$ cat src/rtl/tsmp_rr_arbiter.sv
// tsmp_rr_arbiter: round-robin arbiter merging N_PORT req/ack packet streams onto one registered 134-bit bus
module tsmp_rr_arbiter #(
    parameter int N_PORT        = 4,
    parameter int PTR_W         = 2,
    parameter int MAX_PKT_WORDS = 128
) (
    input  logic                  i_clk,
    input  logic                  i_rst_n,
    input  logic [N_PORT-1:0]     iv_req,
    output logic [N_PORT-1:0]     ov_ack,
    input  logic [134*N_PORT-1:0] iv_data,
    input  logic [N_PORT-1:0]     iv_port_en,
    output logic [133:0]          ov_data,
    output logic                  o_data_wr,
    output logic [PTR_W-1:0]      ov_cur_port,
    output logic                  o_timeout,
    output logic [15:0]           ov_timeout_cnt
);
    typedef enum logic [1:0] {IDLE_S, ACK_S, TRANS_S} state_t;
    state_t            state;
    logic [PTR_W-1:0]  last;
    logic [PTR_W-1:0]  pick;
    logic [7:0]        wcnt;
    logic [N_PORT-1:0] elig;
    logic [133:0]      w;
    assign elig = iv_req & iv_port_en;
    // first eligible port after the last granted one; descending scan leaves the nearest winner
    always_comb begin
        pick = '0;
        for (int i = N_PORT; i >= 1; i--)
            for (int k = 0; k < N_PORT; k++)
                if (elig[k] && k == (int'(last) + i) % N_PORT)
                    pick = PTR_W'(k);
    end
    // word currently offered by the port being transferred
    always_comb begin
        w = '0;
        for (int k = 0; k < N_PORT; k++)
            if (ov_cur_port == PTR_W'(k))
                w = iv_data[134*k +: 134];
    end
    // grant / stream / watchdog state machine with registered outputs
    always_ff @(posedge i_clk or negedge i_rst_n) begin
        if (!i_rst_n) begin
            state          <= IDLE_S;
            last           <= PTR_W'(N_PORT - 1);
            wcnt           <= '0;
            ov_ack         <= '0;
            ov_data        <= '0;
            o_data_wr      <= 1'b0;
            ov_cur_port    <= '0;
            o_timeout      <= 1'b0;
            ov_timeout_cnt <= '0;
        end else begin
            ov_ack    <= '0;
            o_timeout <= 1'b0;
            case (state)
                IDLE_S: begin
                    o_data_wr <= 1'b0;
                    ov_data   <= '0;
                    if (|elig) begin
                        ov_ack      <= N_PORT'(1) << pick;
                        ov_cur_port <= pick;
                        last        <= pick;
                        state       <= ACK_S;
                    end
                end
                ACK_S: begin
                    o_data_wr <= 1'b0;
                    wcnt      <= '0;
                    state     <= TRANS_S;
                end
                TRANS_S: begin
                    ov_data   <= w;
                    o_data_wr <= 1'b1;
                    wcnt      <= wcnt + 8'd1;
                    if (w[133:132] == 2'b10) begin
                        state <= IDLE_S;
                    end else if (wcnt == 8'(MAX_PKT_WORDS - 1)) begin
                        ov_data[133:132] <= 2'b10;
                        o_timeout        <= 1'b1;
                        ov_timeout_cnt   <= (ov_timeout_cnt == 16'hFFFF) ? ov_timeout_cnt : ov_timeout_cnt + 16'd1;
                        state            <= IDLE_S;
                    end
                end
                default: state <= IDLE_S;
            endcase
        end
    end
endmodule

$ cat config.mk
export PLATFORM = sky130hd
export DESIGN_NAME = tsmp_rr_arbiter
export DESIGN_NICKNAME = d
export VERILOG_FILES = /design/src/rtl/tsmp_rr_arbiter.sv
export SDC_FILE = /design/constraint.sdc
export NUM_CORES = 1
export LEC_CHECK = 0
export BUFFER_PORTS_ARGS = -buffer_cell sky130_fd_sc_hd__buf_2
export CORE_AREA = 2 2 277 279
export CTS_BUF_LIST = sky130_fd_sc_hd__clkbuf_8
export DETAILED_ROUTE_END_ITERATION = 8
export DIE_AREA = 0 0 279 281
export GPL_ROUTABILITY_DRIVEN = 0
export PLACE_DENSITY = 0.38
export SYNTH_ARGS = -nofsm -noshare
export SYNTH_HDL_FRONTEND = slang
export SYNTH_SLANG_ARGS = --single-unit
$ cat constraint.sdc
create_clock -name i_clk -period 2.4 [get_ports i_clk]
set_clock_uncertainty 0.2 [all_clocks]
set_input_delay 0.36 -clock i_clk [delete_from_list [all_inputs] [get_ports i_clk]]
set_output_delay 0.36 -clock i_clk [all_outputs]
set_load 0.005 [all_outputs]
* After elaboration in Yosys (flattened, before gate mapping)
Index checks and enable logic that the tools add are counted.
** Storage, ports and cells
- Bits in registers :: 170
- Input bits :: 546
- Output and inout bits :: 158
- Word-level logic and storage cells :: 110
** Operators by class
- $add $sub $neg :: 6
- Equality and inequality tests :: 22
- Shifts and indexed selects :: 1
- Multiplexer cells :: 33
- Bitwise gates (word level) :: 7
- Reductions and logical operators :: 32
** Operators with widths (count)
- $mux 134 :: 4
- $pmux 134 s2 :: 1
- $logic_not 32->1 :: 3
- $mux 2 :: 19
- $eq 3x3->1 const A :: 8
- $add 16x1->16 const B :: 1
- $eq 16x16->1 const B :: 1
- $pmux 8 s2 :: 1
- $logic_and 1x1->1 :: 15
- $eq 2x3->1 const A :: 4
- $reduce_or 2->1 :: 5
- $add 8x1->8 const B :: 1
- $eq 2x2->1 const B :: 4
- $eq 8x7->1 const B :: 1
- $mux 4 :: 2
- $pmux 2 s3 :: 1
- $reduce_bool 2->1 :: 3
- $add 2x1->2 const B :: 2
- $add 2x2->2 const B :: 2
- $and 1x1->1 const A :: 4
- $and 4x4->4 :: 1
- $eq 2x1->1 const B :: 2
- $logic_not 2->1 :: 2
- $mux 1 :: 4
- 8 further kinds :: 10

* Longest topological paths before layout
Gate-level depths: netlist (run 1).
- Word-level depth :: 23
- Depth in mapped cells :: 7
- Depth with buffers taken out :: 7

* Worst setup path before layout (run 1)
OpenSTA, ideal clock, no wires.
- Path kind :: reg2reg
- From :: register ov_cur_port[0]
- To :: register ov_timeout_cnt[14]
- Library setup time :: 0.125 ns
- Arrival time :: 1.855 ns
- Data required time :: 2.075 ns
- Setup slack :: 0.220 ns
- Cell stages (with the launch flop) :: 7
- Buffers on the path :: 1
- Clock period less this slack :: 2.180 ns
- Cells stage by stage :: dfrtp_1 buf_6 mux4_2 nand2b_2 nand3_4 nor4b_1 mux2_2
** On the way
- Cells in the longest elaborated chain, start to end :: 8
- Elaborated cells between the ends (all ways) :: 11
- Classes of those cells :: eq/ne (4); mux (4); bitwise (1); reduce/logical (2)
** RTL lines
- start, declared :: RTL line 15 : output logic [PTR_W-1:0] ov_cur_port,
- start signal, assigned :: RTL line 63 : ov_cur_port <= pick;
- $logic_not 2->1 :: RTL line 39 : if (ov_cur_port == PTR_W'(k))
- $mux 134 (3 in a row) :: RTL line 39
- $mux 134 (*) :: RTL line 39
- $eq 2x2->1 (*) :: RTL line 77 : if (w[133:132] == 2'b10) begin
- $not 1->1 (no source line) (*)
- $reduce_and 4->1 (no source line) (*)
- end signal, assigned :: RTL line 82 : ov_timeout_cnt <= (ov_timeout_cnt == 16'hFFFF) ? ov_timeout_cnt : ov_timeout_cnt + 16'd1;
- end, declared :: RTL line 17 : output logic [15:0] ov_timeout_cnt
Mark *: on every way between the ends. The rest lies on a longest branch, timed or not.
A chain may end at the register's enable or synchronous reset.

* Worst setup path after layout (run 1)
- From :: register ov_cur_port[0]
- To :: register ov_data[33]
** On the way
- Cells in the longest elaborated chain, start to end :: 6
- Elaborated cells between the ends (all ways) :: 9
- Classes of those cells :: eq/ne (3); mux (5); reduce/logical (1)
** RTL lines
- $logic_not 2->1 :: RTL line 39
- $mux 134 (3 in a row) :: RTL line 39
- $mux 134 (*) :: RTL line 39
- $pmux 134 s2 (*) :: RTL line 57 : case (state)
- end signal, assigned :: RTL line 74 : ov_data <= w;
- end, declared :: RTL line 13 : output logic [133:0] ov_data,
Marks and branches as above.

==> results.py, run 1 <==
metrics = {
    "outcome": {
        "status": "finished, final reports clean",
    },
    "synth": {
        "synth.top_cell.area_share_pct": 43.7,
        "synth_area_leader_cell": "dfrtp_1",
        "synthArstFlopShare_pct": 100,
        "syn_nets": 1196,
        "yosys-top-cells-area": "dfrtp_1 44%, mux4_2 31%, a22o_1 12%, clkbuf_1 1.7%, xor2_1 1.1%",
        "yosys_warnings": 0,
        "synth.distinct_cells": 42,
        "synth-seq-cells": 170,
        "synth_area_um2": 9630,
        "synth_ff_type": "dfrtp_1",
        "synth_edf_count": 0,
        "seq_area_frac_synth_pct": 44.2,
        "synth_cells": 644,
        "syn_avg_cell_area_um2": 15.0,
    },
    "timing": {
        "drv_slew": 0,
        "fin_crit_sh_pct": 95.8,
        "worst_slew_pin_slew_ps": 615,
        "rsz0062_at_grt": "true",
        "fmax_mhz": 435,
        "setup_tns_ps": 0,
        "hold_violations": 0,
        "setup_viol": 0,
        "relSlewSlack_pct": 59.0,
        "finalCriticalPeriod_ps": 2300,
    },
    "cts": {
        "clkLatencyLatePin_ps": 550,
        "cts_made_buffers": 17,
        "cts_max_path_buffers": 2,
        "cts_setup_buffers": 0,
        "path_clk_slew_ps": 120,
        "tritoncts": "built",
        "htreeDepth": 4,
        "cts_root_buf": "clkbuf_8",
        "clkSinkCount": 170,
    },
    "worst_hold_path": {
        "hp-class": "in2reg",
        "holdPathEnd": "ov_data[105]$_DFFE_PN0P_",
        "holdPathStages": 3,
        "min_from": "iv_data[507]",
    },
    "die": {
        "ios": 704,
        "num_rows": 101,
        "dieWidth_um": 279,
        "die-area_um2": 78400,
        "core_area_um2": 75400,
        "die_y_um": 281,
        "initial_core_util_pct": 12.8,
    },
    "placement": {
        "port_buffers": 703,
        "numPlacedInstances": 2293,
        "dp_hpwl_um": 35600,
    },
    "cells_and_area": {
        "final_nets": 2315,
        "layout.cells.non_filler": 2754,
        "diodes": 0,
        "layout-drive-gt1-share_pct": 52.0,
        "multi_input_area_um2": 5120,
        "seqCellArea_um2": 4260,
        "final.fill_count": 7789,
        "area_growth_pct": 100,
    },
    "power_and_ir_drop": {
        "irDropWorstVdd_v": 0.000562,
        "internal-power_w": 0.0102,
        "combPwrFrac_pct": 56.9,
        "p_switching_w": 0.00637,
        "p_leak_nw": 9.23,
        "power.density_nw_per_um2": 858,
        "clockPowerShare_pct": 14.2,
        "p_total_w": 0.0166,
        "p_sw_share_pct": 38.4,
        "seqPwrFrac_pct": 28.9,
    },
    "route": {
        "dr.pass1.iters": 4,
        "drcViolationCount": 0,
        "initialDrtViolationCount": 489,
        "drtAntennaViolNets": 0,
        "vias": 10900,
        "viasPerCell": 3.95,
        "wl_um": 48000,
        "wl_per_cell_um": 17.4,
    },
    "worst_setup_path": {
        "reg2reg_depth": 4,
        "worstPathRequired_ps": 2640,
        "crit_fanout": 20,
        "worst_setup_path_end_kind": "register",
        "criticalPathCategory": "reg2reg",
        "start_kind": "register",
        "rrSetupSlack_ps": 100,
        "timing.rr.end": "ov_data[33]$_DFFE_PN0P_",
        "worstPathArrival_ps": 2540,
        "reg2reg_from": "ov_cur_port[0]$_DFFE_PN0P_",
    },
    "global_route": {
        "first_global_vias": 12200,
        "grt_pass1_wl_um": 70100,
        "track_usage_pct": 11.8,
        "antenna_found_initial": 0,
        "grt.overflow.total": 0,
        "grt_max_degree": 79,
    },
    "flow_run": {
        "max_cap_viol_count": 0,
    },
}
-- layout make-up --
type,count,area share (%)
clock buffers,17,1.21
clock inverters,15,1.06
inverters,9,0.175
multi-input cells,402,26.5
flip-flops and latches,170,22.1
well taps,978,6.34
repair buffers,1163,42.6
-- routing by layer --
layer / GRT usage (%) / wire, um / share of wire (%) / vias up
met4: 7.11 / 2650 / 5.5 / 0
met3: 2.98 / 2760 / 5.7 / 112
met2: 21.2 / 25000 / 52 / 543
met1: 12.3 / 17600 / 37 / 5327
li1: - / - / - / 4909
met5: 0 / 0 / 0 / -
-- per-stage QoR --
stage / instance area, um2 / worst slack [ps] / hold WS [ps] / util (%)
final: 19300 / 99.7 / 71.2 / 25.6
after global routing: 19300 / -40.9 / 10.8 / 25.6
after CTS: 19200 / 21.1 / 0.223 / 25.5
after detailed placement: 14500 / 80.4 / 208 / 19.2
after global placement: 14500 / 96.6 / 206 / 19.2
after floorplan: 9630 / 220 / -136 / -
-- cell usage after synthesis, drive strengths merged (5+ instances only) --
library cell	number
clkbuf	44
inv	9
nand4	6
mux2	7
nor3	7
a21oi	8
a22o	133
dfrtp	168
nor4	5
mux4	134
ha	6
xor2	12
o21ai	13
nand2	24
nand3	10
nor2	10
buf	19
-- how the worst max path moves through the flow --
stage                                from                        endpoint  slack (ps)  depth (start not counted)
6_report       ov_cur_port[0]$_DFFE_PN0P_         ov_data[33]$_DFFE_PN0P_         100                          4
5_1_grt        ov_cur_port[0]$_DFFE_PN0P_                  ov_cur_port[0]         -40                          2
4_1_cts        ov_cur_port[0]$_DFFE_PN0P_                  ov_cur_port[0]          20                          2
3_5_place_dp   ov_cur_port[0]$_DFFE_PN0P_   ov_timeout_cnt[1]$_DFFE_PN0P_          80                          6
3_3_place_gp   ov_cur_port[0]$_DFFE_PN0P_   ov_timeout_cnt[5]$_DFFE_PN0P_         100                          6
2_1_floorplan  ov_cur_port[0]$_DFFE_PN0P_  ov_timeout_cnt[14]$_DFFE_PN0P_         220                          6
-- power by group through the flow --
stage	Clock, W	Combinational (W)	Sequential [W]
2_1_floorplan	0	0.00525	0.00478
3_3_place_gp	0	0.00881	0.00482
3_5_place_dp	0	0.00885	0.00481
4_1_cts	0.00256	0.00957	0.00480
5_1_grt	0.00264	0.0102	0.00495
6_report	0.00236	0.00942	0.00479
-- flip-flops by register name (all words and copies together), names as in the netlist --
register	cells
ov_ack	4
o_data_wr	1
ov_cur_port	2
ov_timeout_cnt	16
wcnt	8
last	2
ov_data	134
state	2
o_timeout	1
-- kinds of logic after synthesis --
family,synth area share [%]
adder cells (fa/ha/maj),0.780
multiplexers,32.3
flip-flops,44.2
XOR/XNOR,1.18
AO/OA/AOI/OAI,13.9
buffers and inverters,3.14
AND/OR/NAND/NOR,4.51
-- cells in the final DEF (no fill, tap or decap), types with 6 or more instances in the layout --
master	count
a21oi_1	8
a22o_1	133
buf_12	9
buf_2	701
buf_4	21
clkbuf_8	18
dfrtp_1	166
dlygate4sd3_1	417
dlymetal6s4s_1	12
inv_1	9
mux2_2	7
mux4_2	134
nand2_1	24
nand3_1	9
nand4_1	6
nor2_1	8
nor3_1	6
o21ai_0	13
xor2_1	12
-- critical path, cell delays in order, from the launching register on --
cell	delay, ps
dfrtp_4	510
buf_12	210
mux4_2	510
dlygate4sd3_1	570
a22o_1	190
-- repair_timing --
action | CTS | global route
hold buffers | 429 | 0
resized for setup | 2 | 16
endpoints found under the setup margin | 1 | 16
hold endpoints to repair | 195 | 0
No activity file was read; power rests on OpenSTA's default activity.
==> inputs of run 2 (changes only) <==
- CELL_PAD_IN_SITES_DETAIL_PLACEMENT: unset -> 0
- CELL_PAD_IN_SITES_GLOBAL_PLACEMENT: unset -> 1
- CORE_AREA: 2 2 277 279 -> 2 2 270 272
- DIE_AREA: 0 0 279 281 -> 0 0 272 274
- PLACE_DENSITY: 0.38 -> 0.47
==> results.py, run 2 (synthesis gave the netlist of run 1 again) <==
metrics = {
    "outcome": {
        "status": "finished, final reports clean",
    },
    "power_and_ir_drop": {
        "irDropWorstVdd_v": 0.000505,
        "p_sw_share_pct": 39.9,
        "power.density_nw_per_um2": 857,
        "seqPwrFrac_pct": 28.7,
        "internal-power_w": 0.0100,
        "clockPowerShare_pct": 12.5,
        "p_switching_w": 0.00664,
        "p_leak_nw": 9.23,
        "combPwrFrac_pct": 58.8,
    },
    "route": {
        "viasPerCell": 3.95,
        "wl_per_cell_um": 18.8,
        "drtAntennaViolNets": 0,
        "initialDrtViolationCount": 386,
        "wl_um": 51900,
        "drcViolationCount": 0,
        "dr.pass1.iters": 4,
        "vias": 10900,
    },
    "cts": {
        "tritoncts": "built",
        "clkSinkCount": 170,
        "clkLatencyLatePin_ps": 550,
        "cts_root_buf": "clkbuf_8",
        "cts_max_path_buffers": 2,
        "path_clk_slew_ps": 110,
        "cts_made_buffers": 17,
        "htreeDepth": 4,
    },
    "global_route": {
        "track_usage_pct": 13.4,
        "first_global_vias": 12000,
        "antenna_found_initial": 6,
        "grt.overflow.total": 0,
        "grt_max_degree": 78,
        "grt_pass1_wl_um": 74100,
    },
    "timing": {
        "setup_tns_ps": 0,
        "worst_slack_ps": 71.3,
        "drv_slew": 0,
        "worst_slew_pin_slew_ps": 630,
        "relSlewSlack_pct": 58.0,
        "fin_crit_sh_pct": 97.0,
        "hold_violations": 0,
        "rsz0062_at_grt": "true",
        "fmax_mhz": 429,
        "setup_viol": 0,
        "finalCriticalPeriod_ps": 2330,
        "hold_ws_ps": 86.2,
    },
    "die": {
        "die_y_um": 274,
        "ios": 704,
        "num_rows": 99,
        "core_area_um2": 72000,
        "die-area_um2": 74500,
        "dieWidth_um": 272,
        "initial_core_util_pct": 13.4,
    },
    "cells_and_area": {
        "seqCellArea_um2": 4260,
        "largest-register": "ov_data",
        "top_regs": "ov_data (134), ov_timeout_cnt (16), wcnt (8)",
        "final_nets": 2337,
        "layout-drive-gt1-share_pct": 51.2,
        "layout_commonest_cell": "buf_2",
        "multi_input_area_um2": 5110,
        "final.fill_count": 7431,
        "largest_reg_flops": 134,
        "mostFrequentLayoutCells": "702 x buf_2, 449 x dlygate4sd3_1, 166 x dfrtp_1",
        "final_util_pct": 27.0,
        "area_growth_pct": 102,
    },
    "worst_setup_path": {
        "worstPathArrival_ps": 2580,
        "rrSetupSlack_ps": 70,
        "worstPathRequired_ps": 2650,
        "worst_setup_path_end_kind": "register",
        "criticalPathCategory": "reg2reg",
        "crit_fanout": 20,
        "start_kind": "register",
    },
    "placement": {
        "port_buffers": 703,
        "pre_cts_slack_ps": 127,
        "dp_hpwl_um": 39800,
    },
    "worst_hold_path": {
        "hp-class": "in2reg",
    },
    "flow_run": {
        "max_cap_viol_count": 0,
    },
}
run 2: what timing repair did:
action | CTS | global route
hold buffers | 454 | 0
resized for setup | 0 | 7
setup buffers | 0 | 0
endpoints found under the hold margin | 282 | 0
endpoints found under the setup margin | 0 | 8
run 2: layout make-up:
type | instances | area share, %
Tap cell | 959 | 6.18
Timing Repair Buffer | 1185 | 43.4
Clock inverter | 14 | 0.683
Inverter | 9 | 0.174
Clock buffer | 18 | 1.28
Antenna cell | 2 | 0.0258
Sequential cell | 170 | 22.0
Multi-Input combinational cell | 402 | 26.3
run 2: routing by layer:
| metal | up-vias | global-route usage, % | wire length (um) |
|---|---|---|---|
| met3 | 87 | 5.22 | 4430 |
| met1 | 5341 | 14.8 | 19700 |
| met4 | 6 | 6.09 | 2090 |
| met5 | - | 0 | 35 |
| li1 | 4973 | - | - |
| met2 | 488 | 22.9 | 25700 |
run 2: final timing paths:
path,startpoint,end,cells after the start
setup / recovery,ov_cur_port[0]$_DFFE_PN0P_,ov_data[11]$_DFFE_PN0P_,4
hold / removal,iv_data[201],ov_data[67]$_DFFE_PN0P_,3
setup reg to reg,ov_cur_port[0]$_DFFE_PN0P_,ov_data[11]$_DFFE_PN0P_,4
hold reg to reg,last[1]$_DFFE_PN1P_,last[1]$_DFFE_PN1P_,2
max in group asynchronous,i_rst_n,last[1]$_DFFE_PN1P_,3
min in group asynchronous,i_rst_n,ov_data[112]$_DFFE_PN0P_,2
run 2: worst max-delay path, stage by stage, from the launching register on:
cell           delay [ps]
dfrtp_4               500
buf_12                230
mux4_2                510
dlygate4sd3_1         570
a22o_1                230
run 2: stage by stage:
stage | area, um2 | cells | total power [W]
2_1_floorplan | 9630 | 644 | 0.0100
3_3_place_gp | 14500 | 2271 | 0.0140
3_5_place_dp | 14500 | 2271 | 0.0140
5_1_grt | 19400 | 2757 | 0.0179
4_1_cts | 19400 | 2757 | 0.0170
6_report | 19400 | 2759 | 0.0166
run 2: power groups by stage:
stage,combinational (W),clock (W),sequential (W)
2_1_floorplan,0.00525,0,0.00478
3_3_place_gp,0.00914,0,0.00485
3_5_place_dp,0.00919,0,0.00484
4_1_cts,0.00999,0.00226,0.00480
5_1_grt,0.0106,0.00236,0.00495
6_report,0.00979,0.00208,0.00478
==> inputs of run 3 (changes only) <==
- ABC_AREA: unset -> 1
- CORE_AREA: 2 2 270 272 -> 2 2 271 273
- DIE_AREA: 0 0 272 274 -> 0 0 273 275
- PLACE_DENSITY: 0.47 -> 0.52
==> results.py, run 3 <==
metrics = {
    "outcome": {
        "status": "finished, final reports clean",
    },
    "synth": {
        "synth.top_cells.by_count": "215 x nor2_1, 214 x nand2_1, 208 x o21ai_0",
        "seq_area_frac_synth_pct": 41.8,
        "synth-seq-cells": 170,
        "synthArstFlopShare_pct": 100,
        "synth_cells": 1314,
        "synth_area_um2": 10200,
        "synth_ff_type": "dfrtp_1",
        "synth.distinct_cells": 37,
        "yosys-top-cells-area": "dfrtp_1 41%, o21ai_0 10%, nor2_1 7.9%, nand2_1 7.9%, a32o_1 6.4%",
        "syn_avg_cell_area_um2": 7.75,
        "synth_area_leader_cell": "dfrtp_1",
        "yosys_warnings": 0,
        "synth_edf_count": 0,
        "syn_nets": 1866,
        "yosysMostFrequentCell": "nor2_1",
        "synth.top_cell.area_share_pct": 41.3,
    },
    "cts": {
        "cts_root_buf": "clkbuf_8",
        "clkSinkCount": 170,
        "path_clk_slew_ps": 110,
        "cts_made_buffers": 17,
        "tritoncts": "built",
        "clkLatencyLatePin_ps": 570,
        "cts_setup_buffers": 0,
        "htreeDepth": 4,
        "cts_max_path_buffers": 2,
    },
    "timing": {
        "rsz0062_at_grt": "true",
        "drv_slew": 0,
        "setup_viol": 0,
        "worst_slew_pin_slew_ps": 712,
        "hold_violations": 0,
        "fin_crit_sh_pct": 97.9,
        "setup_tns_ps": 0,
        "fmax_mhz": 426,
        "finalCriticalPeriod_ps": 2350,
        "relSlewSlack_pct": 52.5,
        "worst_slack_ps": 50.0,
    },
    "worst_hold_path": {
        "hp-class": "in2reg",
    },
    "worst_setup_path": {
        "reg2reg_depth": 7,
        "rrSetupSlack_ps": 50,
        "timing.rr.end": "ov_data[39]$_DFFE_PN0P_",
        "startpoint": "ov_cur_port[1]$_DFFE_PN0P_",
        "reg2reg_from": "ov_cur_port[1]$_DFFE_PN0P_",
        "worst_setup_path_end_kind": "register",
        "cp-endpoint": "ov_data[39]$_DFFE_PN0P_",
        "crit_fanout": 47,
        "criticalPathCategory": "reg2reg",
        "worstPathArrival_ps": 2620,
        "worstPathRequired_ps": 2670,
        "start_kind": "register",
    },
    "global_route": {
        "grt.overflow.total": 0,
        "grt_pass1_wl_um": 92400,
        "first_global_vias": 15100,
        "antenna_found_initial": 5,
        "track_usage_pct": 16.3,
        "grt_max_degree": 116,
    },
    "cells_and_area": {
        "largest-register": "ov_data",
        "mostFrequentLayoutCells": "702 x buf_2, 383 x dlygate4sd3_1, 215 x nor2_1",
        "layout-drive-gt1-share_pct": 35.3,
        "area_growth_pct": 92.2,
        "final_util_pct": 27.1,
        "largest_reg_flops": 134,
        "layout_commonest_cell": "buf_2",
        "top_regs": "ov_data (134), ov_timeout_cnt (16), wcnt (8)",
        "design_area_um2": 19600,
        "final_nets": 2921,
    },
    "die": {
        "initial_core_util_pct": 14.1,
        "die-area_um2": 75100,
        "ios": 704,
        "die_y_um": 275,
        "dieWidth_um": 273,
        "num_rows": 99,
        "core_area_um2": 72300,
    },
    "placement": {
        "placed_cell_area_um2": 15200,
        "pre_cts_slack_ps": 218,
        "port_buffers": 703,
        "dp_hpwl_um": 48700,
    },
    "route": {
        "wl_per_cell_um": 19.6,
        "drtAntennaViolNets": 0,
        "vias": 14500,
        "viasPerCell": 4.35,
        "route.met3.wl_um": 3760,
        "dr.pass1.iters": 5,
        "highest_layer": "met5",
        "initialDrtViolationCount": 814,
        "wl_met2_um": 33100,
        "drt-met1-wl_um": 26400,
        "drcViolationCount": 0,
        "wl_um": 65500,
    },
    "flow_run": {
        "max_cap_viol_count": 0,
    },
    "power_and_ir_drop": {
        "p_leak_nw": 9.55,
        "p_total_w": 0.0175,
        "irDropWorstVdd_v": 0.000580,
        "power.density_nw_per_um2": 893,
    },
}
==> run 3: cell types whose count changed in the layout (fill, tap and decap cells not counted), moves of 66 or more <==
cell	delta
nor2_1	+206
o21ai_0	+195
nand2_1	+187
mux4_2	-134
a22o_1	-133
nand3_1	+79
dlygate4sd3_1	-66
==> run 3: critical path: stages, from the launching register on <==
cell and delay [ps]:
dfrtp_4 490, clkinv_2 100, nand2_1 80, inv_2 60, buf_12 160, a221oi_4 380, o21ai_0 100, dlygate4sd3_1 570
==> run 3: through the flow <==
step,hold slack [ps],cells
3_3_place_gp,217,2923
5_1_grt,37.2,3344
4_1_cts,0.0985,3338
3_5_place_dp,218,2923
2_1_floorplan,-136,1314
6_report,37.2,3344
==> run 3: where the power goes <==
group,internal [W],leakage (nW),switching (W)
logic,0.00458,7.15,0.00649
registers,0.00379,2.22,0.000544
clock network,0.000761,0.185,0.00132
total,0.00913,9.55,0.00835
==> run 3: per-layer routing <==
| metal | track usage (%) | up-vias |
|---|---|---|
| met5 | 0 | - |
| met4 | 7.02 | 2 |
| met3 | 3.24 | 107 |
| met2 | 29.4 | 627 |
| met1 | 18.7 | 6961 |
| li1 | - | 6838 |
==> run 3: kinds of logic (layout without fill, tap and decap cells) <==
family / Yosys count / count (layout) / synth area share (%)
AOI/OAI and AO/OA: 422 / 422 / 27.3
other: 0 / 3 / 0
adders and majority gates: 6 / 6 / 0.737
and+or+nand+nor: 551 / 551 / 22.8
buffers and inverters: 149 / 1217 / 6.00
xor gates and xnor gates: 16 / 16 / 1.38
DFF: 170 / 170 / 41.8
==> run 3: final cells by class <==
class	instances	area [um2]
sequential	170	4260
multi-input combinational	995	5420
inverter	33	156
clock buffer	18	248
tap	959	1200
timing repair buffer	1152	8170
fill	7956	52800
clock inverter	14	113
antenna	3	7.51
==> run 3: how the worst min path moves through the flow <==
stage | startpoint | endpoint | slack, ps | cells after the start
final | iv_data[406] | ov_data[4]$_DFFE_PN0P_ | 40 | 4
after global routing | iv_data[517] | ov_data[115]$_DFFE_PN0P_ | 40 | 4
after CTS | iv_data[214] | ov_data[80]$_DFFE_PN0P_ | 0.1 | 4
after detailed placement | i_rst_n | ov_timeout_cnt[0]$_DFFE_PN0P_ | 220 | 1
after global placement | i_rst_n | ov_timeout_cnt[0]$_DFFE_PN0P_ | 220 | 1
after floorplan | i_rst_n | o_data_wr$_DFFE_PN0P_ | -140 | 0
==> run 3: timing repair <==
item / in CTS / in global routing
resized for setup: 0 / 21
endpoints found under the setup margin: 0 / 9
hold buffers: 383 / 0
endpoints found under the hold margin: 222 / 0
